==> src/rtl/key_event_filter_pkg.sv <==
// key_event_filter shared types: event type codes and packed event record.
// Long-press support is enabled by defining KEY_EVT_LONG_PRESS_EN.
package Key_Evt_Pkg;

    localparam int KEY_EVT_IDX_WIDTH = 6;

    typedef enum logic [1:0] {
        EVT_PRESS   = 2'b01,
        EVT_RELEASE = 2'b10,
        EVT_LONG    = 2'b11
    } key_evt_type_e;

    typedef struct packed {
        key_evt_type_e                typ;
        logic [KEY_EVT_IDX_WIDTH-1:0] idx;
    } key_evt_t;

endpackage

==> src/rtl/key_event_filter_if.sv <==
// key_event_filter event-FIFO port bundle.
// master = filter side, slave = interrupt/bus consumer side.
interface key_event_filter_if;

    logic       evt_valid;
    logic [7:0] evt_data;
    logic       evt_pop;
    logic       evt_overflow;
    logic       ovf_clr;
    logic       irq;

    modport master (
        output evt_valid,
        output evt_data,
        output evt_overflow,
        output irq,
        input  evt_pop,
        input  ovf_clr
    );

    modport slave (
        input  evt_valid,
        input  evt_data,
        input  evt_overflow,
        input  irq,
        output evt_pop,
        output ovf_clr
    );

endinterface

==> src/rtl/key_event_filter_debounce.sv <==
// Per-key synchroniser, debounce counter, press FSM and pending event slot.
// KEY_EVT_LONG_PRESS_EN adds the long counter and LONG state.
module Key_Debounce_Cell
    import Key_Evt_Pkg::*;
#(
    parameter bit ACTIVE_LOW       = 1'b1,
    parameter int DEBOUNCE_SAMPLES = 8,
    parameter int LONG_SAMPLES     = 500
) (
    input  logic          clk,
    input  logic          rst,
    input  logic          tick_i,
    input  logic          key_raw_i,
    input  logic          ack_i,
    output logic          stable_o,
    output logic          pending_o,
    output key_evt_type_e pending_type_o
);

    localparam int CW = $clog2(DEBOUNCE_SAMPLES);
    localparam logic [CW-1:0] DEB_LAST = CW'(DEBOUNCE_SAMPLES - 1);

    localparam logic [1:0] ST_RELEASED = 2'b00;
    localparam logic [1:0] ST_PRESSED  = 2'b01;
`ifdef KEY_EVT_LONG_PRESS_EN
    localparam logic [1:0] ST_LONG     = 2'b10;
    localparam int LW = $clog2(LONG_SAMPLES + 1);
    localparam logic [LW-1:0] LONG_LAST = LW'(LONG_SAMPLES - 1);
    logic [LW-1:0] lcnt_q, lcnt_d;
`else
    if (LONG_SAMPLES < 1) begin : g_no_long
    end
`endif

    // Sync flops reset to the idle pad level so no false sample follows reset.
    localparam logic IDLE_LVL = ACTIVE_LOW;

    logic          sync1_q, sync2_q;
    logic          sample;
    logic [CW-1:0] cnt_q, cnt_d;
    logic          stable_q, stable_d;
    logic          flip, rise, fall;
    logic [1:0]    state_q, state_d;
    logic          ev_set;
    key_evt_type_e ev_type;
    logic          pend_q, pend_d;
    key_evt_type_e ptype_q, ptype_d;

    assign sample = sync2_q ^ ACTIVE_LOW;
    assign flip   = tick_i && (sample != stable_q)
                  && (cnt_q == DEB_LAST);
    assign rise   = flip && !stable_q;
    assign fall   = flip && stable_q;

    // Two-flop synchroniser for the asynchronous pad.
    always_ff @(posedge clk or posedge rst) begin
        if (rst) begin
            sync1_q <= IDLE_LVL;
            sync2_q <= IDLE_LVL;
        end else begin
            sync1_q <= key_raw_i;
            sync2_q <= sync1_q;
        end
    end

    // Debounce: count consecutive differing samples, flip on the last one.
    always_comb begin
        cnt_d    = cnt_q;
        stable_d = stable_q;
        if (tick_i) begin
            if (sample == stable_q) begin
                cnt_d = '0;
            end else if (flip) begin
                cnt_d    = '0;
                stable_d = !stable_q;
            end else begin
                cnt_d = cnt_q + 1'b1;
            end
        end
    end

    // Press FSM; emits one event request per state change.
    always_comb begin
        state_d = state_q;
        ev_set  = 1'b0;
        ev_type = EVT_PRESS;
`ifdef KEY_EVT_LONG_PRESS_EN
        lcnt_d  = lcnt_q;
`endif
        unique case (state_q)
            ST_RELEASED: begin
                if (rise) begin
                    state_d = ST_PRESSED;
                    ev_set  = 1'b1;
                    ev_type = EVT_PRESS;
`ifdef KEY_EVT_LONG_PRESS_EN
                    lcnt_d  = '0;
`endif
                end
            end
            ST_PRESSED: begin
                if (fall) begin
                    state_d = ST_RELEASED;
                    ev_set  = 1'b1;
                    ev_type = EVT_RELEASE;
                end
`ifdef KEY_EVT_LONG_PRESS_EN
                else if (tick_i) begin
                    if (lcnt_q == LONG_LAST) begin
                        state_d = ST_LONG;
                        ev_set  = 1'b1;
                        ev_type = EVT_LONG;
                    end else begin
                        lcnt_d = lcnt_q + 1'b1;
                    end
                end
`endif
            end
`ifdef KEY_EVT_LONG_PRESS_EN
            ST_LONG: begin
                if (fall) begin
                    state_d = ST_RELEASED;
                    ev_set  = 1'b1;
                    ev_type = EVT_RELEASE;
                end
            end
`endif
            default: state_d = ST_RELEASED;
        endcase
    end

    // Pending slot: a new event overrides, the arbiter ack clears it.
    always_comb begin
        pend_d  = pend_q;
        ptype_d = ptype_q;
        if (ev_set) begin
            pend_d  = 1'b1;
            ptype_d = ev_type;
        end else if (ack_i) begin
            pend_d = 1'b0;
        end
    end

    // Debounce, FSM and pending-slot state registers.
    always_ff @(posedge clk or posedge rst) begin
        if (rst) begin
            cnt_q    <= '0;
            stable_q <= 1'b0;
            state_q  <= ST_RELEASED;
            pend_q   <= 1'b0;
            ptype_q  <= EVT_PRESS;
`ifdef KEY_EVT_LONG_PRESS_EN
            lcnt_q   <= '0;
`endif
        end else begin
            cnt_q    <= cnt_d;
            stable_q <= stable_d;
            state_q  <= state_d;
            pend_q   <= pend_d;
            ptype_q  <= ptype_d;
`ifdef KEY_EVT_LONG_PRESS_EN
            lcnt_q   <= lcnt_d;
`endif
        end
    end

    assign stable_o       = stable_q;
    assign pending_o      = pend_q;
    assign pending_type_o = ptype_q;

endmodule

==> src/rtl/key_event_filter.sv <==
// Key/switch debouncer with press/release/long-press event FIFO and irq.
// Long-press events are built only when KEY_EVT_LONG_PRESS_EN is defined.
module key_event_filter
    import Key_Evt_Pkg::*;
#(
    parameter int KEY_NUM          = 4,
    parameter int ACTIVE_LOW       = 1,
    parameter int SAMPLE_DIV       = 1000,
    parameter int DEBOUNCE_SAMPLES = 8,
    parameter int LONG_SAMPLES     = 500,
    parameter int FIFO_DEPTH       = 8
) (
    input  logic               clk,
    input  logic               rst_sync,
    input  logic [KEY_NUM-1:0] key_raw,
    output logic [KEY_NUM-1:0] key_stable,
    key_event_filter_if.master evt
);

    localparam int PW = $clog2(SAMPLE_DIV);
    localparam logic [PW-1:0] PRE_LAST = PW'(SAMPLE_DIV - 1);
    localparam int AW = $clog2(FIFO_DEPTH);

    logic [PW-1:0]  pre_q, pre_d;
    logic           tick;
    logic [KEY_NUM-1:0] pending, ack;
    key_evt_type_e  ptype [KEY_NUM];
    logic           push;
    key_evt_t       push_evt;
    logic [AW:0]    wr_q, rd_q, wr_d, rd_d;
    logic [7:0]     mem_q [FIFO_DEPTH];
    logic           empty, full, do_push, do_pop, drop;
    logic           ovf_q, ovf_d;

    assign tick  = (pre_q == PRE_LAST);
    assign pre_d = tick ? '0 : pre_q + 1'b1;

    // Sample-tick prescaler.
    always_ff @(posedge clk or posedge rst_sync) begin
        if (rst_sync) pre_q <= '0;
        else          pre_q <= pre_d;
    end

    for (genvar i = 0; i < KEY_NUM; i++) begin : g_key
        Key_Debounce_Cell #(
            .ACTIVE_LOW       (ACTIVE_LOW != 0),
            .DEBOUNCE_SAMPLES (DEBOUNCE_SAMPLES),
            .LONG_SAMPLES     (LONG_SAMPLES)
        ) u_cell (
            .clk            (clk),
            .rst            (rst_sync),
            .tick_i         (tick),
            .key_raw_i      (key_raw[i]),
            .ack_i          (ack[i]),
            .stable_o       (key_stable[i]),
            .pending_o      (pending[i]),
            .pending_type_o (ptype[i])
        );
    end

    // Fixed-priority arbiter: lowest pending key index is pushed.
    always_comb begin
        ack      = '0;
        push     = 1'b0;
        push_evt = '0;
        for (int i = KEY_NUM - 1; i >= 0; i--) begin
            if (pending[i]) begin
                ack          = '0;
                ack[i]       = 1'b1;
                push         = 1'b1;
                push_evt.typ = ptype[i];
                push_evt.idx = KEY_EVT_IDX_WIDTH'(i);
            end
        end
    end

    assign empty   = (wr_q == rd_q);
    assign full    = (wr_q[AW] != rd_q[AW])
                  && (wr_q[AW-1:0] == rd_q[AW-1:0]);
    assign do_pop  = evt.evt_pop && !empty;
    assign do_push = push && (!full || do_pop);
    assign drop    = push && full && !do_pop;

    // Pointer and sticky-overflow next state.
    always_comb begin
        wr_d  = do_push ? wr_q + 1'b1 : wr_q;
        rd_d  = do_pop  ? rd_q + 1'b1 : rd_q;
        ovf_d = ovf_q;
        if (drop)             ovf_d = 1'b1;
        else if (evt.ovf_clr) ovf_d = 1'b0;
    end

    // FIFO pointers and overflow flag.
    always_ff @(posedge clk or posedge rst_sync) begin
        if (rst_sync) begin
            wr_q  <= '0;
            rd_q  <= '0;
            ovf_q <= 1'b0;
        end else begin
            wr_q  <= wr_d;
            rd_q  <= rd_d;
            ovf_q <= ovf_d;
        end
    end

    // Event storage; contents only observed while non-empty.
    always_ff @(posedge clk) begin
        if (do_push) mem_q[wr_q[AW-1:0]] <= push_evt;
    end

    assign evt.evt_valid    = !empty;
    assign evt.irq          = !empty;
    assign evt.evt_data     = empty ? 8'h00 : mem_q[rd_q[AW-1:0]];
    assign evt.evt_overflow = ovf_q;

endmodule

==> src/flat_wrapper.sv <==
// flat-port wrapper written by rule: the top's interface ports become plain ports
module key_event_filter_flat import Key_Evt_Pkg::*;
#(
    parameter int KEY_NUM          = 4,
    parameter int ACTIVE_LOW       = 1,
    parameter int SAMPLE_DIV       = 1000,
    parameter int DEBOUNCE_SAMPLES = 8,
    parameter int LONG_SAMPLES     = 500,
    parameter int FIFO_DEPTH       = 8
)
  (clk, rst_sync, key_raw, key_stable, evt_evt_valid, evt_evt_data, evt_evt_overflow, evt_irq, evt_evt_pop, evt_ovf_clr);
  key_event_filter_if evt_i ();
  input  logic clk;
  input  logic rst_sync;
  input  logic [KEY_NUM-1:0] key_raw;
  output logic [KEY_NUM-1:0] key_stable;
  output wire logic [$bits(evt_i.evt_valid)-1:0] evt_evt_valid;
  output wire logic [$bits(evt_i.evt_data)-1:0] evt_evt_data;
  output wire logic [$bits(evt_i.evt_overflow)-1:0] evt_evt_overflow;
  output wire logic [$bits(evt_i.irq)-1:0] evt_irq;
  input wire logic [$bits(evt_i.evt_pop)-1:0] evt_evt_pop;
  input wire logic [$bits(evt_i.ovf_clr)-1:0] evt_ovf_clr;
  assign evt_evt_valid = evt_i.evt_valid;
  assign evt_evt_data = evt_i.evt_data;
  assign evt_evt_overflow = evt_i.evt_overflow;
  assign evt_irq = evt_i.irq;
  assign evt_i.evt_pop = evt_evt_pop;
  assign evt_i.ovf_clr = evt_ovf_clr;
  key_event_filter #(.KEY_NUM(KEY_NUM), .ACTIVE_LOW(ACTIVE_LOW), .SAMPLE_DIV(SAMPLE_DIV), .DEBOUNCE_SAMPLES(DEBOUNCE_SAMPLES), .LONG_SAMPLES(LONG_SAMPLES), .FIFO_DEPTH(FIFO_DEPTH)) u_core (.clk(clk), .rst_sync(rst_sync), .key_raw(key_raw), .key_stable(key_stable), .evt(evt_i));
endmodule
==> config.mk <==
export PLATFORM = sky130hd
export DESIGN_NAME = key_event_filter_flat
export DESIGN_NICKNAME = d
export VERILOG_FILES = /design/src/rtl/key_event_filter_pkg.sv /design/src/rtl/key_event_filter_if.sv /design/src/rtl/key_event_filter_debounce.sv /design/src/rtl/key_event_filter.sv /design/src/flat_wrapper.sv
export SDC_FILE = /design/constraint.sdc
export NUM_CORES = 1
export LEC_CHECK = 0
export CAP_MARGIN = 10
export CORE_MARGIN = 5
export CORE_UTILIZATION = 60
export DETAILED_ROUTE_END_ITERATION = 16
export HOLD_SLACK_MARGIN = 0.1
export PLACE_DENSITY = 0.8
export RECOVER_POWER = 25
export SYNTH_ARGS = -nofsm -noshare
export SYNTH_HDL_FRONTEND = slang
export SYNTH_SLANG_ARGS = --single-unit
==> constraint.sdc <==
create_clock -name clk -period 4.1 [get_ports clk]
set_input_delay 0.615 -clock clk [delete_from_list [all_inputs] [get_ports clk]]
set_output_delay 0.615 -clock clk [all_outputs]
set_load 0.01 [all_outputs]
-- After elaboration in Yosys (flattened, before gate mapping)
Memory sizes are Yosys's and may differ from the RTL's.
Index checks and enable logic that the tools add are counted.
- bits in registers: 63
- bits in writable memories: 64
- bits of input ports: 8
- output and inout bits: 15
- word-level logic and storage cells: 188
- memories kept: 1
- add/sub/neg operators: 7
- equal/unequal tests: 28
- multiplexer cells: 66
- bitwise operators: 8
- reduce and logical (&&, ||, !) cells: 46
- memory list (memory ; depth ; width ; read ports ; clocked after memory_dff ; write ports ; line ; RTL):
    u_core.mem_q ; 8 ; 8 ; 1 ; 0 ; 1 ; key_event_filter.sv:31 ; logic [7:0] mem_q [FIFO_DEPTH];
- operator list (cell ; count):
    $mux W8 ; 5
    $mux W2 ; 16
    $mux W1 ; 24
    $mux W3 ; 8
    $logic_and A1 B1 Y1 ; 21
    $mux W4 ; 4
    $ne A2 B2 Y1 const B ; 8
    $pmux W2 S2 ; 4
    $add A3 B1 Y3 const B ; 4
    $eq A3 B3 Y1 const B ; 4
    $reduce_and A3 Y1 ; 4
    $add A10 B1 Y10 const B ; 1
    $eq A10 B10 Y1 const B ; 1
    $mux W10 ; 1
    $reduce_bool A2 Y1 ; 5
    $add A4 B1 Y4 const B ; 2
    $eq A2 B1 Y1 const B ; 4
    $logic_not A2 Y1 ; 4
    $not A1 Y1 ; 8
    $pmux W1 S2 ; 4
    $reduce_and A2 Y1 ; 4
    $logic_not A1 Y1 ; 7
    $ne A1 B1 Y1 ; 5
    $eq A1 B1 Y1 ; 4
    3 further kinds ; 3

-- Logic depth before layout (Yosys ltp)
- word-level depth: 8
- depth in mapped cells: 7
- depth with buffers taken out: 5

-- Cells and area by module
Synthesis repeated with hierarchy kept, for this count alone.
- cell total of the unflattened synthesis: 342
- area, all modules: 4270.3 sq um
- by module, submodules not included (module ; instances ; cells each ; area each (sq um) ; seq. area each (sq um)):
    key_event_filter ; 1 ; 182 ; 2443.6 ; 1436.4
    Key_Debounce_Cell ; 4 ; 40 ; 456.7 ; 254.0

-- Least setup slack after synthesis
No wires, ideal clock.
- path kind: flip-flop to output port
- from: register u_core.rd_q[0]
- to: output evt_evt_data[0]
- data arrival time: 1366 ps
- required time: 3485 ps
- slack: 2119 ps
- cell stages (with the launch flop): 5
- path buffers: 1
- cell sequence: dfrtp_1 > buf_2 > mux4_2 > mux2i_1 > nor2_1
- longest elaborated chain between the ends: 2
- elaborated cells on any way between the ends: 3
- classes of those cells: eq/ne: 1; mux: 1; memory: 1
- RTL lines (item ; line ; RTL):
    from (decl) ; key_event_filter.sv:30 ; logic [AW:0] wr_q, rd_q, wr_d, rd_d;
    from (signal assigned) ; key_event_filter.sv:101 ; rd_q <= rd_d;
    $mem_v2 Z8 W8 or $eq A4 B4 Y1 (tied branches) ; n/a ;
    $mux W8 * ; key_event_filter.sv:113 ; assign evt.evt_data = empty ? 8'h00 : mem_q[rd_q[AW-1:0]];
    to (decl) ; flat_wrapper.sv:18 ; output wire logic [$bits(evt_i.evt_data)-1:0] evt_evt_data;
Every way passes the cells marked *; elsewhere a longest branch is shown, timed or not.

-- Worst setup path in the final report
Ends and elaborated chain as after synthesis.

==> results.toml <==
[outcome]
outcome = "completed"

[hold_path]
hold_start = "u_core.g_key[2].u_cell.sync1_q"
hold_path_class = "flop to flop"
min_path_cells = 0
min_to = "u_core.g_key[2].u_cell.sync2_q"

[power]
powerDensity_nw_per_um2 = 352
ir_drop_mv = 0.216
p_leak_uw = 0.00197

[grt]
grt_pass1_wl_um = 12500
grt_pass1_vias = 2654
antenna_found_initial = 0
overflow = 0
grt_max_degree = 38
grt_use_total = 0.183

[floorplan]
dieHeight_um = 93.7
die_x_um = 93.7
initial_core_util = 0.618
fp-row-count = 30
dieArea_um2 = 8770
coreArea_um2 = 6790
io_pins = 23

[yosys]
synthAdderAreaFrac = 0.0328
yosysSeqAreaShare = 0.584
synth-edff-count = 32
post_synth_num_cell_types = 55
synth_warnings = 0
synthFlopType = "dfrtp_1"
synth_xor_area_frac = 0.0417
synthArstFlopShare = 0.648
synth_compound_area_frac = 0.0873
synth_area_per_cell_um2 = 11.9
syn_area_um2 = 4200
synthMuxAreaShare = 0.0611
synthSimpleGateAreaFrac = 0.145
synth_top_family_by_area = "simple AND/OR/NAND/NOR gates"
yosys_register_bits = 91
synthCells = 354

[timing]
finalMaxSlewViolations = 0
fin_crit_sh = 0.729
tightest_slew_ns = 1.37
relSlewSlack = 0.0879
max_freq_mhz = 335
finalSetupViolCount = 0
tns_ns = 0
rsz0062_at_grt = "false"
fin_crit_ns = 2.99
hold_viol_final = 0
whs_ns = 0.358
fin_skew_ns = 0.0100

[clock_tree]
clk_pin_slew_ns = 0.09
cts_tree = "yes"
ctsResizeCount = 0
ctsHoldBuffers = 0
cts_root_buf = "clkbuf_8"
cts_buffers = 9
postCtsSetupRepairBufs = 0
htree_levels = 3
cts_buffer_depth = 2
cts.sinks = 91
clock_latency_ns = 0.35

[layout]
syn2layout_area_growth_pct = 9.12
fin_nets = 382
drive_gt1_frac = 0.122
diodes = 0
final_cells = 464
fin_util = 0.674
fillers = 498

[placed_design]
dp_hpwl_um = 5090
finalWeightedCongestion = 0.780
numPortBuffers = 18
dp_cells = 448

[critical_path]
crit_arrival_ns = 2.37
cp-end-kind = "output port"
cp-start-kind = "flop"
reg2reg_to = "u_core.mem_q[0][7]"
reg2reg_slack_ns = 1.96
r2r_start = "u_core.rd_q[0]"
crit_type = "flop to output port"
worstPathMaxFanout = 12
required_ns = 3.48
worst_r2r_path_depth = 4

[routing]
num_vias = 2657
dr.pass1.iters = 4
via_per_inst = 5.73
drt_wl_total_um = 7030
drc = 0
wire_per_inst_um = 15.2
drt_iter0_markers = 94
ant_nets = 0

[flow_run]
drv_cap = 0
routing by layer:
metal  share of wire  GRT usage
met2            0.52      0.309
met3           0.037     0.0417
met4           0.019     0.0722
met1            0.43      0.230
met5               0          0
metrics by stage:
stage	setup slack, ns	power (uW)	area [um^2]
2_1_floorplan	2.05	983	4210
3_3_place_gp	1.52	992	4370
3_5_place_dp	1.46	993	4370
4_1_cts	1.07	1630	4580
5_1_grt	0.935	1680	4580
6_report	1.11	1610	4580
cell usage after synthesis, types with 4 or more instances:
cell / instances / area, um^2
o31ai_1: 5 / 37.5
buf_2: 5 / 25.0
edfxtp_1: 32 / 961
nand3_1: 16 / 80.1
o211ai_1: 4 / 30.0
a21oi_1: 11 / 55.1
dfstp_2: 12 / 315
dfrtp_1: 47 / 1180
xnor2_1: 12 / 105
ha_1: 11 / 138
inv_1: 11 / 41.3
clkbuf_1: 7 / 26.3
nand2_1: 33 / 124
nor3_1: 8 / 40.0
o21ai_0: 15 / 75.1
and3_1: 4 / 25.0
buf_4: 9 / 67.6
mux4_2: 8 / 180
mux2i_1: 5 / 50.1
nor2_1: 34 / 128
xor2_1: 8 / 70.1
nand4_1: 4 / 25.0
layout make-up:
type	instances	area (um^2)	share of cell area
Clock inverter	7	92.6	0.0202
Inverter	12	45.0	0.00983
Clock buffer	9	124	0.0270
Tap cell	96	120	0.0262
Multi-Input combinational cell	230	1560	0.341
Sequential cell	91	2450	0.535
Timing Repair Buffer	19	188	0.0410
worst max path at each step:
stage,from,endpoint,slack [ns],cells after the start
floorplan,rst_sync,u_core.evt.evt_overflow,2.05,1
global placement,u_core.rd_q[0],evt_evt_data[7],1.52,4
detailed placement,u_core.rd_q[0],evt_evt_data[0],1.46,4
CTS,u_core.rd_q[0],evt_evt_data[0],1.07,4
global route,u_core.rd_q[0],evt_evt_data[6],0.94,4
finish,u_core.rd_q[0],evt_evt_data[0],1.11,4
state kept, by name (all words and copies together), names as in the netlist, 4 cells and up:
register                            cells
u_core.g_key.u_cell.pending_o           4
u_core.pre_q                           10
u_core.g_key.u_cell.sync1_q             4
u_core.g_key.u_cell.sync2_q             4
u_core.mem_q                           32
u_core.wr_q                             4
u_core.g_key.u_cell.state_q             4
u_core.g_key.u_cell.stable_o            4
u_core.g_key.u_cell.cnt_q              12
u_core.rd_q                             4
u_core.g_key.u_cell.pending_type_o      8
worst max-delay path, cell delays in order, from the launching register on:
cell             delay (ns)
dfrtp_1                0.74
mux4_2                 0.59
mux2i_1                0.16
nor2_1                 0.05
clkdlybuf4s50_1        0.48
cell usage in the layout, fill, tap and decap left out, types with 4 or more instances in the layout:
cell,count
dfrtp_1,47
nor2_1,34
nand2_1,33
edfxtp_1,32
nand3_1,16
o21ai_0,15
clkdlybuf4s50_1,13
xnor2_1,12
dfstp_2,12
inv_1,11
a21oi_1,11
ha_1,11
clkbuf_8,9
xor2_1,8
nor3_1,8
mux4_2,8
mux2i_1,5
o31ai_1,5
dlygate4sd3_1,5
nand4_1,4
and3_1,4
o211ai_1,4
conb_1,4
cell families (layout without fill, tap and decap cells):
group	Yosys count	after routing
other cells	1	4
mux	15	15
compound gates	56	56
simple gates	124	124
xor+xnor	20	20
fa+ha+maj	11	11
flops	91	91
buf+inv	36	47
report_power, final:
group / leakage, uW / internal (uW) / switching [uW]
combinational: 0.000729 / 7.98 / 17.7
clock: 0.0000990 / 340 / 299
sequential: 0.00114 / 943 / 4.43
total: 0.00197 / 1290 / 321
(Power assumes the default switching activity.)
==> patch: new RTL, same flow settings <==
Take the reset off `rd_q` and load it in a clocked block of its own.
--- a/src/rtl/key_event_filter.sv
+++ b/src/rtl/key_event_filter.sv
@@ -95,11 +95,13 @@
         if (rst_sync) begin
             wr_q  <= '0;
-            rd_q  <= '0;
             ovf_q <= 1'b0;
         end else begin
             wr_q  <= wr_d;
-            rd_q  <= rd_d;
             ovf_q <= ovf_d;
         end
+    end
+
+    always_ff @(posedge clk) begin
+        rd_q <= rd_d;
     end
 
Formal check against the unedited RTL: same outputs for any inputs over 10 cycles, from zero or initial values and one cycle with rst_sync high; that may be too few to reach the edited logic, so the function may still have changed.
==> patch against the original RTL <==
The run now ends with capacitance limit, slew limit left; sequential share of layout area increased by 0.86 points; area after synthesis increased by 2.5%; maximum frequency increased by 4.9%; count of clock-buffer cells in the layout increased by 3; final cell count increased by 2.2%; critical path depth unchanged; design area increased by 1.6%; setup slack improved by 140 ps; wire length increased by 1.7%; clock skew decreased by 1.9 ps; sequential cell count increased by 3; die area increased by 2.2%; critical endpoint is now evt_evt_data[1].
Power is not compared: it rests on default switching activity, and its combinational part moved more than twofold at a synthesized area within 25%.
==> patch: results (changes against the original RTL) <==
p_sw_share_pct: 21.2
antenna_found_initial: 0  # unchanged
met1_length_um: 3210  # +6.9%
grt_max_degree: 54  # +42%
dp_worst_setup_slack_ps: 1610  # +153 ps
yosys-top-cells-count: "43 x dfrtp_1, 36 x edfxtp_1, 33 x nand2_1, 30 x nor2_1, 18 x inv_1"
synth_cell_type_count: 52  # -5.5%
cp-endpoint: "evt_evt_data[1]"
grtUsageMet1_pct: 24.5  # +1.4 points
clk_pin_slew_worst_paths_ps: 80
num_antenna_cells: 0  # unchanged
violations: "capacitance limit, slew limit"
grt_pass1_wl_um: 12700  # +2.0%
port_buffers: 18  # unchanged
worst_path_largest_cell_delay_ps: 630  # -110 ps
crit_fanout: 8  # -4
highest_layer: "met4"
dr_total_vias: 2647  # -0.38%
drv_cap: 1  # +1
hold_start: "u_core.g_key[2].u_cell.sync1_q"
ff2ff_setup_slack_ps: 1770  # -190 ps
drive_above_1_share_pct: 10.6  # -1.6 points
hpwl_um: 5010  # -1.5%
status: "finished with violations"
drt_iter0_drc: 130  # +38%
critPathTopFamily: "multiplexers"
r2r_start: "u_core.pre_q[0]"
comb_power_share_pct: 4.3
holdCritPathClass: "reg2reg"
tightest_slew_ps: 1940  # +570 ps
ir_drop_mv: 0.177
ys_seq_area_share_pct: 58.8  # +0.43 points
synth_area_leaders: "edfxtp_1 25%, dfrtp_1 25%, dfstp_2 7.3%"
crit_arrival_ps: 2230  # -140 ps
gr-usage-met3_pct: 3.35  # -0.82 points
htreeDepth: 3  # unchanged
min_path_cells: 0  # unchanged
gp_congestion: 0.771  # -1.2%
reg2reg_depth: 5  # +1
slew_violations: 54  # +54
track_usage_pct: 18.3  # -0.030 points
grt_pass1_vias: 2705  # +1.9%
powerDensity_nw_per_um2: 362
hold-path-endpoint: "u_core.g_key[2].u_cell.sync2_q"
nNetsFinal: 392  # +2.6%
met3_length_um: 230  # -11%
cts_resized: 0  # unchanged
wl_um: 7150  # +1.7%
crit_slowest_cell: "dfxtp_1"
num-fill-cells: 521  # +4.6%
fin_hold_ws_ps: 359  # +0.968 ps
cts_buffers: 9  # unchanged
rr_endpoint: "u_core.g_key[2].u_cell.pending_type_o[1]"
fin_crit_sh_pct: 69.4  # -3.4 points
grt_overflow: 0  # unchanged
fin_skew_ps: 8.15  # -1.86 ps
grt_use_met2_pct: 29.7  # -1.1 points
met2_length_um: 3620  # -0.30%
synth_edf_count: 36  # +13%
synthArstFlopShare_pct: 58.5  # -6.3 points
[patch: changes by cell type after synthesis, sizes merged, moves of 4 or more]
cell	before	now
edfxtp	32	36
clkbuf	7	12
inv	12	19
a21oi	11	16
a31oi	3	8
dfrtp	47	43
[patch: layout make-up]
class,instances,share of cell area (%)
clock buffers,12,3.12
clock inverters,4,0.994
inverters,19,1.53
multi-input cells,230,33.4
flip-flops and latches,94,54.4
well taps,96,2.58
repair buffers,19,3.95
[patch: cell families (layout without fill, tap and decap cells)]
kind of cell               count (synthesis)  in the layout  share of synthesized area [%]
and+or+nand+nor                          114            114                           13.0
DFF                                       94             94                           58.8
AOI/OAI and AO/OA                         66             66                           9.68
buffers and inverters                     46             54                           5.06
xor gates and xnor gates                  21             21                           4.45
muxes                                     14             14                           5.73
adders and majority gates                 11             11                           3.20
other                                      1              4                         0.0871
[patch: stage by stage]
step	area, um^2	cells
3_5_place_dp	4480	458
2_1_floorplan	4320	370
3_3_place_gp	4480	458
6_report	4660	474
4_1_cts	4670	474
5_1_grt	4660	474
